File: config.mk
export PLATFORM = sky130hd
export DESIGN_NAME = mdct_frame_fetch
export DESIGN_NICKNAME = d
export VERILOG_FILES = /design/src/rtl/mdct_frame_fetch.sv
export SDC_FILE = /design/constraint.sdc
export NUM_CORES = 1
export LEC_CHECK = 0
export CAP_MARGIN = 20
export CORE_ASPECT_RATIO = 0.6
export CORE_MARGIN = 3
export CORE_UTILIZATION = 30
export CTS_CLUSTER_SIZE = 28
export DETAILED_ROUTE_END_ITERATION = 10
export DONT_BUFFER_PORTS = 1
export SYNTH_ARGS = -nofsm -noshare
export SYNTH_HDL_FRONTEND = slang
export SYNTH_SLANG_ARGS = --single-unit
File: constraint.sdc
create_clock -name clk_in -period 4.37 [get_ports clk_in]
set_clock_uncertainty 0.05 [all_clocks]
set_input_delay 0.6555 -clock clk_in [delete_from_list [all_inputs] [get_ports clk_in]]
set_output_delay 0.6555 -clock clk_in [all_outputs]
set_load 0.01 [all_outputs]
File: src/rtl/mdct_frame_fetch.sv
`default_nettype none
/////////////////////////////////////////////////////////////////////////////
// mdct_frame_fetch: windowed frame fetch from sample memory to MDCT stream
// Revision 1.0
/////////////////////////////////////////////////////////////////////////////
module mdct_frame_fetch #(
  parameter int FRAME_LEN = 256,
  parameter int DW        = 16,
  parameter int AW        = 14
) (
  input  logic                         clk_in,
  input  logic                         rst,
  input  logic                         soft_rstn,
  input  logic                         start,
  input  logic [AW-1:0]                start_addr,
  output logic                         finish,
  output logic                         busy,
  output logic                         mem_rd_en,
  output logic [AW-1:0]                mem_rd_addr,
  input  logic [DW-1:0]                mem_rd_data,
  output logic [$clog2(FRAME_LEN)-1:0] win_addr,
  input  logic [DW-1:0]                win_data,
  output logic                         out_valid,
  output logic [DW-1:0]                out_data,
  output logic                         out_last,
  input  logic                         out_ready
);
  localparam int c_kw = $clog2(FRAME_LEN);
  localparam int c_pw = 2 * DW;
  localparam logic [c_kw-1:0]        c_klast = c_kw'(FRAME_LEN - 1);
  localparam logic signed [c_pw-1:0] c_half  = c_pw'(1) << (DW - 2);
  localparam logic signed [c_pw-1:0] c_smax  = {{(DW+1){1'b0}}, {(DW-1){1'b1}}};
  localparam logic signed [c_pw-1:0] c_smin  = {{(DW+1){1'b1}}, {(DW-1){1'b0}}};

  typedef enum logic [1:0] {
    S_IDLE  = 2'd0,
    S_RUN   = 2'd1,
    S_DRAIN = 2'd2,
    S_DONE  = 2'd3
  } state_t;

  state_t r_state, w_state_nxt;

  logic [AW-1:0]   r_base;
  logic [c_kw-1:0] r_k;
  logic            r_pend;
  logic            r_pend_last;
  logic [DW-1:0]   r_fifo_data [2];
  logic            r_fifo_last [2];
  logic            r_wptr;
  logic            r_rptr;
  logic [1:0]      r_cnt;

  logic                   w_pop;
  logic                   w_issue;
  logic                   w_issue_last;
  logic                   w_accept;
  logic [1:0]             w_commit;
  logic signed [c_pw-1:0] w_prod;
  logic signed [c_pw-1:0] w_round;
  logic signed [c_pw-1:0] w_shift;
  logic [DW-1:0]          w_sat;

  // Slots committed after this edge: FIFO entries plus the read now returning, minus the pop.
  assign w_pop        = out_valid & out_ready;
  assign w_commit     = r_cnt + {1'b0, r_pend} - {1'b0, w_pop};
  assign w_issue      = (r_state == S_RUN) && soft_rstn && (w_commit < 2'd2);
  assign w_issue_last = w_issue && (r_k == c_klast);
  assign w_accept     = (r_state == S_IDLE) && start && soft_rstn;

  assign w_prod  = c_pw'($signed(mem_rd_data)) * c_pw'($signed(win_data));
  assign w_round = w_prod + c_half;
  assign w_shift = w_round >>> (DW - 1);

  always_comb begin
    w_sat = w_shift[DW-1:0];
    if (w_shift > c_smax) begin
      w_sat = {1'b0, {(DW-1){1'b1}}};
    end else if (w_shift < c_smin) begin
      w_sat = {1'b1, {(DW-1){1'b0}}};
    end
  end

  always_comb begin
    w_state_nxt = r_state;
    case (r_state)
      S_IDLE:  if (start) w_state_nxt = S_RUN;
      S_RUN:   if (w_issue_last) w_state_nxt = S_DRAIN;
      S_DRAIN: if (w_pop && out_last) w_state_nxt = S_DONE;
      S_DONE:  w_state_nxt = S_IDLE;
      default: w_state_nxt = S_IDLE;
    endcase
    if (!soft_rstn) w_state_nxt = S_IDLE;
  end

  always_ff @(posedge clk_in or posedge rst) begin
    if (rst) begin
      r_state <= S_IDLE;
    end else begin
      r_state <= w_state_nxt;
    end
  end

  always_ff @(posedge clk_in or posedge rst) begin
    if (rst) begin
      r_base         <= '0;
      r_k            <= '0;
      r_pend         <= 1'b0;
      r_pend_last    <= 1'b0;
      r_fifo_data[0] <= '0;
      r_fifo_data[1] <= '0;
      r_fifo_last[0] <= 1'b0;
      r_fifo_last[1] <= 1'b0;
      r_wptr         <= 1'b0;
      r_rptr         <= 1'b0;
      r_cnt          <= 2'd0;
    end else if (!soft_rstn) begin
      // Dropping r_pend discards any read data still returning.
      r_k         <= '0;
      r_pend      <= 1'b0;
      r_pend_last <= 1'b0;
      r_wptr      <= 1'b0;
      r_rptr      <= 1'b0;
      r_cnt       <= 2'd0;
    end else begin
      if (w_accept) begin
        r_base <= start_addr;
        r_k    <= '0;
      end else if (w_issue) begin
        r_k <= r_k + c_kw'(1);
      end
      r_pend      <= w_issue;
      r_pend_last <= w_issue_last;
      if (r_pend) begin
        r_fifo_data[r_wptr] <= w_sat;
        r_fifo_last[r_wptr] <= r_pend_last;
        r_wptr              <= ~r_wptr;
      end
      if (w_pop) begin
        r_rptr <= ~r_rptr;
      end
      r_cnt <= w_commit;
    end
  end

  assign busy        = (r_state != S_IDLE);
  assign finish      = (r_state == S_DONE);
  assign mem_rd_en   = w_issue;
  assign mem_rd_addr = r_base + AW'(r_k);
  assign win_addr    = r_k;
  assign out_valid   = (r_cnt != 2'd0);
  assign out_data    = r_fifo_data[r_rptr];
  assign out_last    = out_valid & r_fifo_last[r_rptr];

endmodule
`default_nettype wire

-- Word level (Yosys, flattened, before mapping)
Cells that the tools add are included.
- output and inout port bits: 43
- bits in registers: 64
- word-level logic and storage cells: 82
- reductions and logical operators: 13
- multipliers: 1
- $lt $le $gt $ge: 6
- mux-type cells: 29
- add/sub/neg operators: 5
- bitwise gates (word level): 6
- equality and inequality tests: 10
- operators by type and width (kind ; number):
    $mux W16 ; 6
    $add A32 B16 Y32 const B ; 1
    $bwmux W32 ; 1
    $mul A16 B16 Y32 ; 1
    $mux W8 ; 3
    $gt A17 B16 Y1 const B ; 1
    $lt A17 B16 Y1 const B ; 1
    $demux W16 S1 ; 1
    $add A14 B8 Y14 ; 1
    $mux W1 ; 10
    $mux W2 ; 5
    $ne A3 B3 Y1 const B ; 3
    $add A8 B1 Y8 const B ; 1
    $eq A8 B8 Y1 const B ; 1
    $pmux W2 S4 ; 1
    $logic_and A1 B1 Y1 ; 7
    $eq A2 B2 Y1 const B ; 2
    $ge A2 B2 Y1 const B ; 2
    $ne A2 B1 Y1 const B ; 2
    $not A1 Y2 ; 2
    $reduce_and A2 Y1 ; 2
    $reduce_bool A2 Y1 ; 2
    $ne A3 B1 Y1 const B ; 1
    $reduce_and A3 Y1 ; 1
    other kinds (10) ; 12

-- Depth between registers and ports, before layout
Gate-level depths: netlist (run 1).
- word-level depth: 9
- gate-level depth with buffers: 24
- mapped depth without buffers: 23

-- Least setup slack after synthesis (run 1)
Ideal clock, no wire load.
- kind: input -> register
- from: input mem_rd_data[15]
- to: register r_fifo_data[30] in the netlist's numbering
- setup time: 0.128 ns
- cell stages on the path: 21
- arrival: 6.979 ns
- required time: 4.192 ns
- buffers on the path: 1
- setup slack: -2.786 ns
- path through: clkbuf_1 nand2_1 inv_1 fa_1 fa_1 fa_1 fa_1 fa_1 inv_1 fa_1 inv_1 ha_1 and3_1 nand4_1 or2_0 or4b_1 nand3b_1 a21oi_2 xnor2_2 maj3_1 mux2_1
- word-level cells in the longest chain between the ends: 6
- elaborated cells between the ends (all ways): 7
- classes of those cells: add/sub (1); mul (1); order compare (2); mux (3)
- ends and longest elaborated chain (item ; RTL line ; source):
    start, declared ; 20 ; input logic [DW-1:0] mem_rd_data,
    $mul A16 B16 Y32 (*) ; 71 ; assign w_prod = c_pw'($signed(mem_rd_data)) * c_pw'($signed(win_data));
    $add A32 B16 Y32 (*) ; 72 ; assign w_round = w_prod + c_half;
    $lt A17 B16 Y1 ; 79 ; end else if (w_shift < c_smin) begin
    $mux W16 ; 79 ;
    $mux W16 (*) ; 77 ; if (w_shift > c_smax) begin
    $bwmux W32 (*) ; 135 ; r_fifo_data[r_wptr] <= w_sat;
    end signal, assigned by index ; 135 ;
    end, declared ; 48 ; logic [DW-1:0] r_fifo_data [2];
Mark *: on every way between the ends. The rest lies on a longest branch, timed or not.
A chain may end at the register's enable or synchronous reset.

-- Worst setup path in the final report (run 1)
Same ends and word-level chain as after synthesis.

==> impl_summary.txt, run 1 <==
----------------------------------------------------
[Timing]
  Final count of pins violating max slew ... 0
  Clock period minus worst slack ... 6.33 ns
  Slew headroom ... 31.0%
  Crit share post-route ... 145%
  Summed negative setup slack over all endpoints ... -59.82 ns
  Unrepaired setup endpoints after global routing ... yes
  Final Hold Vio Count ... 0
  Highest clock rate ... 158 MHz
  Slew @ Worst Pin ... 1.03 ns
  Number of setup violations in the final report ... 32
  Final Worst Setup Slack ... -1.96 ns

[Logic synthesis]
  Synth Cell Area ... 13000 sq um
  Count of flip-flops with a built-in enable after synthesis ... 0
  Post-Syn Instances ... 1384
  Synth Warn # ... 0
  Dominant synthesized flop cell ... sky130_fd_sc_hd__dfrtp_1
  Post-synthesis async set-or-reset flop share ... 100%
  Synthesized Nets ... 1790
  Register area share after synthesis ... 12.3%
  Avg Cell Area, Syn ... 9.38 sq um
  Most area-consuming cells after synthesis ... sky130_fd_sc_hd__fa_1, sky130_fd_sc_hd__dfrtp_1, sky130_fd_sc_hd__inv_1
  Synthesized flop and latch total ... 64
  Post-synth top area cell ... sky130_fd_sc_hd__fa_1
  Area share of the largest cell type after synthesis ... 40.6%
  Number of distinct standard cells referenced by the synthesized netlist ... 55

[Outcome]
  Violations in the final reports ... negative setup slack
  Result of the run ... finished with violations

[Placement]
  Sum of net half-perimeters after detailed placement ... 26.8 mm
  Post-DP Area ... 14500 sq um
  Port Buf Inserts ... 0
  Worst slack at placement ... -2.55 ns
  Routability cong. ... 0.814

[Final layout]
  Post-Layout Inst Area ... 15000 sq um
  Diode insertion count for antenna repair ... 0
  Final layout net count ... 1859
  Synth-to-layout area growth ... 15.9%
  Fraction of layout instances using a drive strength above 1 ... 16.4%

[Floorplanning]
  DIE HEIGHT ... 167 um
  Die area ... 45900 sq um
  Top-Level Pins ... 94
  Standard cell core area ... 42300 sq um
  DIE WIDTH ... 274 um
  Row count ... 58
  Starting density of the core ... 30.7%

[Worst setup path]
  Critical Path End Type ... register
  Reg2reg start ... r_cnt[1]
  Largest driver fanout on the critical path ... 16
  Data required time of the critical path ... 4.53 ns
  Worst r2r dst ... r_state[0]
  Critical setup path kind ... primary input to register
  Cells on worst reg2reg path ... 12
  Worst path arrival time ... 6.49 ns
  Worst-case register-to-register setup slack ... 1.10 ns
  Startpoint Class ... primary input

[Clock tree]
  Number of levels the H-tree was split into ... 3
  Number of buffers created by CTS ... 9
  TritonCTS clock tree ... done
  Clock slew at reported path FFs ... 0.05 ns
  Maximum count of clock buffers along a single path ... 2
  CTS hold repair buffers ... 0
  Clock net sink count ... 64
  Worst-Skew Late Latency ... 0.33 ns
  Clk root buf ... sky130_fd_sc_hd__clkbuf_16

[Drt]
  Antenna Nets Post-Route ... 0
  Wire length reported by the detailed router ... 31.7 mm
  Via count of the routed design ... 9284
  DR DRC count ... 0
  Initial DRC count ... 598
  Routed WL per cell ... 15.7 um
  Post-DR vias/cell ... 4.58
  First drt pass iteration count ... 5

[Global routing]
  Antenna violations before repair ... 1
  Pin count of the biggest net entering global routing ... 65
  Gr ovfl total ... 0
  GRT Resource Usage Total ... 14.8%
  Vias in the first global route ... 10.4k
  Global-route wire length before repair ... 54.6 mm

[Min path]
  Hold crit path type ... primary input to asynchronous set/reset pin

[Job]
  Number of max-cap violations ... 0

----------------------------------------------------
[synthesized netlist by cell type (all sizes together), types with 3 or more instances]
| cell type | instances |
|---|---|
| a211oi | 6 |
| a21boi | 4 |
| a21o | 9 |
| a21oi | 28 |
| a31oi | 5 |
| and2 | 122 |
| and3 | 8 |
| clkbuf | 42 |
| dfrtp | 64 |
| fa | 263 |
| ha | 92 |
| inv | 312 |
| maj3 | 11 |
| mux2 | 32 |
| nand2 | 183 |
| nand2b | 5 |
| nand3 | 11 |
| nand4 | 6 |
| nor2 | 46 |
| nor2b | 4 |
| nor3 | 3 |
| o211a | 3 |
| o21a | 6 |
| o21ai | 40 |
| o21bai | 4 |
| o31ai | 6 |
| xnor2 | 34 |
| xor2 | 15 |
[layer usage]
metal / GRT usage [%] / vias up / routed length (um)
li1: - / 4296 / -
met1: 21.2 / 4795 / 15300
met2: 24.2 / 173 / 14800
met3: 2.29 / 20 / 1410
met4: 2.05 / 0 / 289
met5: 0 / - / 0
[how the worst max path moves through the flow]
stage | from | end | depth (start not counted)
finish | mem_rd_data[15] | r_fifo_data[30] | 21
global route | mem_rd_data[15] | r_fifo_data[8] | 19
CTS | mem_rd_data[15] | r_fifo_data[30] | 21
floorplan | win_data[3] | r_fifo_data[30] | 20
global placement | mem_rd_data[15] | r_fifo_data[4] | 21
detailed placement | mem_rd_data[15] | r_fifo_data[0] | 21
[worst max-delay path: stages]
cell,delay [ns]
sky130_fd_sc_hd__and2_4,0.14
sky130_fd_sc_hd__fa_2,0.57
sky130_fd_sc_hd__fa_2,0.49
sky130_fd_sc_hd__buf_12,0.17
sky130_fd_sc_hd__fa_1,0.48
sky130_fd_sc_hd__inv_1,0.06
sky130_fd_sc_hd__fa_1,0.53
sky130_fd_sc_hd__inv_1,0.05
sky130_fd_sc_hd__fa_1,0.48
sky130_fd_sc_hd__inv_1,0.05
sky130_fd_sc_hd__fa_1,0.50
sky130_fd_sc_hd__inv_2,0.05
sky130_fd_sc_hd__ha_4,0.26
sky130_fd_sc_hd__nand4_1,0.14
sky130_fd_sc_hd__or2_1,0.28
sky130_fd_sc_hd__or4b_4,0.53
sky130_fd_sc_hd__nand3b_1,0.18
sky130_fd_sc_hd__a21oi_4,0.11
sky130_fd_sc_hd__xnor2_2,0.16
sky130_fd_sc_hd__maj3_2,0.33
sky130_fd_sc_hd__mux2_4,0.27
[cell type report]
cell class	instances	area, sq um
inverter	312	1170
fill	4270	27300
tap	570	713
timing repair buffer	102	831
sequential	64	1600
clock buffer	9	225
clock inverter	6	37.5
multi-input combinational	964	10500
[timing repair]
action	CTS	global route
endpoints found under the setup margin	32	34
cloned	0	0
pin swaps	10	8
resized for setup	30	19
setup buffers	9	1
[state kept, by name, indices dropped and copies added (netlist names)]
signal	cells
r_pend_last	1
r_wptr	1
win_addr	8
r_fifo_data	32
r_cnt	2
r_rptr	1
r_base	14
r_fifo_last	2
r_pend	1
r_state	2
[stage by stage]
step	hold WS, ns	utilization, %	instances
finish	0.391	35.6	2027
global route	0.390	35.6	2027
CTS	0.395	35.3	2026
detailed placement	0.413	34.2	2002
global placement	0.408	34.2	2002
floorplan	0.389	-	1384
[layout by cell type, fill, tap and decap left out, drive strengths merged, types with 6 or more instances in the layout]
master	instances
inv	311
fa	263
nand2	183
and2	122
buf	102
ha	92
dfrtp	64
nor2	46
o21ai	40
xnor2	34
mux2	32
a21oi	28
xor2	15
nand3	11
maj3	11
a21o	9
clkbuf	9
and3	8
nand4	6
o21a	6
o31ai	6
a211oi	6
[logic make-up after synthesis]
family | after synthesis | synth area share (%)
and+or+nand+nor | 393 | 14.4
adders and majority gates | 366 | 50.4
buffers and inverters | 356 | 10.3
AOI/OAI and AO/OA | 122 | 6.05
DFF | 64 | 12.3
xor gates and xnor gates | 49 | 3.54
muxes | 34 | 2.93
Power of run 1 is left out: the tool's default activity adds up to more than one toggle a clock period on the data nets, which glitch-free logic cannot reach.
==> inputs of run 2 (changes only) <==
--- a/config.mk
+++ b/config.mk
@@ -5,6 +5,7 @@
 export SDC_FILE = /design/constraint.sdc
 export NUM_CORES = 1
 export LEC_CHECK = 0
+export ABC_AREA = 1
 export CAP_MARGIN = 20
 export CORE_ASPECT_RATIO = 0.6
 export CORE_MARGIN = 3
==> constraint.sdc (replaced) <==
create_clock -name clk_in -period 4.37 [get_ports clk_in]
set_clock_uncertainty 0.05 [all_clocks]
set_input_delay 0.437 -clock clk_in [delete_from_list [all_inputs] [get_ports clk_in]]
set_output_delay 0.437 -clock clk_in [all_outputs]
set_load 0.01 [all_outputs]
==> run 2 against run 1 <==
  * The run still ends with negative setup slack left
  * Utilization increased by 1.2 points
  * Area after synthesis increased by 7.6%
  * Cell count increased by 28%
  * Maximum frequency increased by 15%
  * Cell area increased by 11%
==> impl_summary.txt, run 2 <==
----------------------------------------------------
[Global routing]
  Gr ovfl total ... 0 (unchanged)
  GRT Resource Usage Total ... 15.5% (+0.72 points)
  Antenna violations before repair ... 0 (-1)
  Vias in the first global route ... 12.4k (+19%)
  Pin count of the biggest net entering global routing ... 65 (unchanged)
  Global-route wire length before repair ... 62.5 mm (+14%)

[Timing]
  Crit share post-route ... 126% (-19 points)
  Slew @ Worst Pin ... 0.872 ns (-0.160 ns)
  Post-route worst hold slack ... 0.172 ns (-0.219 ns)
  Clock period minus worst slack ... 5.50 ns (-0.836 ns)
  Final Worst Setup Slack ... -1.13 ns (+0.836 ns)
  Summed negative setup slack over all endpoints ... -34.46 ns (+25.36 ns)
  Number of setup violations in the final report ... 32 (unchanged)
  Final count of pins violating max slew ... 0 (unchanged)
  Final Hold Vio Count ... 0 (unchanged)
  Unrepaired setup endpoints after global routing ... yes
  Slew headroom ... 41.7% (+11 points)
  Highest clock rate ... 182 MHz (+15%)

[Drt]
  Antenna Nets Post-Route ... 0 (unchanged)
  Initial DRC count ... 758 (+27%)
  Wire length reported by the detailed router ... 37.3 mm (+17%)
  Routed WL per cell ... 14.4 um (-8.3%)
  Via count of the routed design ... 11.7k (+26%)
  Post-DR vias/cell ... 4.52 (-1.3%)
  First drt pass iteration count ... 6 (+1)
  DR DRC count ... 0 (unchanged)

[Logic synthesis]
  Register area share after synthesis ... 11.5% (-0.88 points)
  Post-synth top area cell ... sky130_fd_sc_hd__fa_1
  Share of the synthesized netlist area taken by xor and xnor gates ... 1.50% (-2.0 points)
  Most common cell in the netlist ... sky130_fd_sc_hd__nand2_1
  Synth Cell Area ... 14000 sq um (+7.6%)
  Synthesized Nets ... 2296 (+28%)
  Most common library cells after synthesis ... sky130_fd_sc_hd__nand2_1, sky130_fd_sc_hd__inv_1, sky130_fd_sc_hd__fa_1, sky130_fd_sc_hd__ha_1, sky130_fd_sc_hd__nor2_1
  Area share of the largest cell type after synthesis ... 37.7% (-2.9 points)
  Synth Warn # ... 0 (unchanged)
  Dominant synthesized flop cell ... sky130_fd_sc_hd__dfrtp_1
  Post-synthesis async set-or-reset flop share ... 100% (unchanged)
  Post-Synth Adder-Cell Area ... 45.9% (-4.5 points)
  Post-Syn Instances ... 1890 (+37%)
  Share of synthesized area spent on multiplexers ... 0% (-2.9 points)
  Most area-consuming cells after synthesis ... sky130_fd_sc_hd__fa_1, sky130_fd_sc_hd__nand2_1, sky130_fd_sc_hd__inv_1
  Count of flip-flops with a built-in enable after synthesis ... 0 (unchanged)
  Avg Cell Area, Syn ... 7.39 sq um (-21%)
  Main combinational cell family by area after synthesis ... adder cells
  Post-synthesis compound-gate area fraction ... 3.64% (-2.4 points)
  Synthesized-area fraction occupied by and/or/nand/nor cells ... 21.8% (+7.4 points)
  Synthesized flop and latch total ... 64 (unchanged)
  Number of distinct standard cells referenced by the synthesized netlist ... 35 (-36%)

[Worst setup path]
  Cells on worst reg2reg path ... 14 (+2)
  Critical setup path kind ... primary input to register
  Worst path arrival time ... 5.64 ns (-0.85 ns)
  Critical Path End Type ... register
  Worst-case register-to-register setup slack ... 1.27 ns (+0.17 ns)
  Startpoint of the most critical setup path ... win_data[15]
  Reg2reg start ... r_cnt[1]
  Data required time of the critical path ... 4.52 ns (about the same)
  Largest driver fanout on the critical path ... 8 (-8)
  Startpoint Class ... primary input
  Worst r2r dst ... win_addr[6]

[Final layout]
  Largest register FFs ... 32 (unchanged)
  Most common cell after layout, fill and taps aside ... sky130_fd_sc_hd__nand2_1
  Fraction of layout instances using a drive strength above 1 ... 15.9% (-0.52 points)
  Highest-count cells in the layout ignoring fill and taps ... sky130_fd_sc_hd__nand2_1, sky130_fd_sc_hd__inv_1, sky130_fd_sc_hd__fa_1
  Register with the most flip-flops ... r_fifo_data
  Post-Layout Inst Area ... 16700 sq um (+11%)
  FILL cells ... 4603 (+7.8%)
  Fin cells ... 2597 (+28%)
  Final layout net count ... 2378 (+28%)
  Diode insertion count for antenna repair ... 0 (unchanged)
  Synth-to-layout area growth ... 19.4%
  Storage cell area ... 1600 sq um (unchanged)
  Multi-input combinational cell area ... 11000 sq um (+4.7%)

[Clock tree]
  Number of levels the H-tree was split into ... 3 (unchanged)
  Clock net sink count ... 64 (unchanged)
  CTS hold repair buffers ... 0 (unchanged)
  Clk root buf ... sky130_fd_sc_hd__clkbuf_16
  Maximum count of clock buffers along a single path ... 2 (unchanged)
  Number of buffers created by CTS ... 9 (unchanged)
  TritonCTS clock tree ... done
  Worst-Skew Late Latency ... 0.32 ns (about the same)
  Clock slew at reported path FFs ... 0.06 ns (about the same)

[Job]
  Number of max-cap violations ... 0 (unchanged)

[Floorplanning]
  Starting density of the core ... 30.8% (+0.084 points)
  DIE HEIGHT ... 173 um (+3.6%)
  DIE WIDTH ... 285 um (+3.7%)
  Top-Level Pins ... 94 (unchanged)
  Standard cell core area ... 45400 sq um (+7.4%)
  Die area ... 49300 sq um (+7.4%)
  Row count ... 60 (+3.4%)

[Placement]
  Port Buf Inserts ... 0 (unchanged)
  Sum of net half-perimeters after detailed placement ... 30.4 mm (+14%)
  Post-DP Area ... 15500 sq um (+7.3%)
  # placed instances ... 2559 (+28%)
  Routability cong. ... 0.936 (+15%)

[Outcome]
  Result of the run ... finished with violations
  Violations in the final reports ... negative setup slack

[Min path]
  Hold crit path type ... primary input to register
  Startpoint of the tightest hold check path ... soft_rstn
  Worst hold endpoint ... r_cnt[0]
  Number of instances on the worst hold path ... 2

----------------------------------------------------
run 2: cells by family after synthesis:
logic type	Yosys count
AO/OA/AOI/OAI	92
XOR/XNOR	24
adder cells (fa/ha/maj)	355
buffers and inverters	578
flip-flops	64
AND/OR/NAND/NOR	777
run 2: worst max path at each step:
| stage | to | slack [ns] |
|---|---|---|
| finish | r_fifo_data[6] | -1.13 |
| global route | r_fifo_data[10] | -1.32 |
| CTS | r_fifo_data[13] | -1.16 |
| detailed placement | r_fifo_data[13] | -1.59 |
| global placement | r_fifo_data[6] | -1.48 |
| floorplan | r_fifo_data[0] | -1.33 |
run 2: per-stage QoR:
stage,util [%],worst slack [ns]
2_1_floorplan,-,-1.33
3_3_place_gp,34.1,-1.48
3_5_place_dp,34.1,-1.59
4_1_cts,35.7,-1.16
5_1_grt,36.7,-1.32
6_report,36.7,-1.13
run 2: routing by layer:
metal | vias up | GRT usage [%] | routed length (um)
met4 | 0 | 2.89 | 550
met5 | - | 0 | 0
met3 | 38 | 2.65 | 2370
met2 | 341 | 24.5 | 16700
li1 | 5559 | - | -
met1 | 5799 | 22.5 | 17600
run 2: area by class of cell:
type | instances | share of cell area [%]
sequential | 64 | 9.61
timing repair buffer | 140 | 6.75
clock inverter | 3 | 0.143
multi-input combinational | 1249 | 65.7
tap | 620 | 4.65
clock buffer | 13 | 1.68
inverter | 508 | 11.5
run 2: worst max-delay path: stages:
cell and delay (ns):
sky130_fd_sc_hd__clkinvlp_4 0.17, sky130_fd_sc_hd__or2_2 0.35, sky130_fd_sc_hd__fa_1 0.58, sky130_fd_sc_hd__fa_2 0.46, sky130_fd_sc_hd__fa_2 0.55, sky130_fd_sc_hd__fa_1 0.44, sky130_fd_sc_hd__fa_1 0.49, sky130_fd_sc_hd__inv_1 0.05
sky130_fd_sc_hd__fa_1 0.52, sky130_fd_sc_hd__ha_4 0.24, sky130_fd_sc_hd__inv_1 0.08, sky130_fd_sc_hd__o21ai_0 0.07, sky130_fd_sc_hd__nor2_1 0.18, sky130_fd_sc_hd__nand2_1 0.09, sky130_fd_sc_hd__a21oi_2 0.16, sky130_fd_sc_hd__nand3_2 0.12
sky130_fd_sc_hd__nand2_2 0.10, sky130_fd_sc_hd__nand3_4 0.11, sky130_fd_sc_hd__buf_12 0.17, sky130_fd_sc_hd__nand2_1 0.07, sky130_fd_sc_hd__nand2_2 0.06, sky130_fd_sc_hd__nand2_1 0.06, sky130_fd_sc_hd__nand2_1 0.07
run 2: what timing repair did:
item / CTS / global route
setup endpoints to repair: 32 / 32
setup buffers: 13 / 8
resized for setup: 68 / 109
gates cloned: 2 / 0
pin swaps: 19 / 55
Power of run 2 is left out for the same reason.
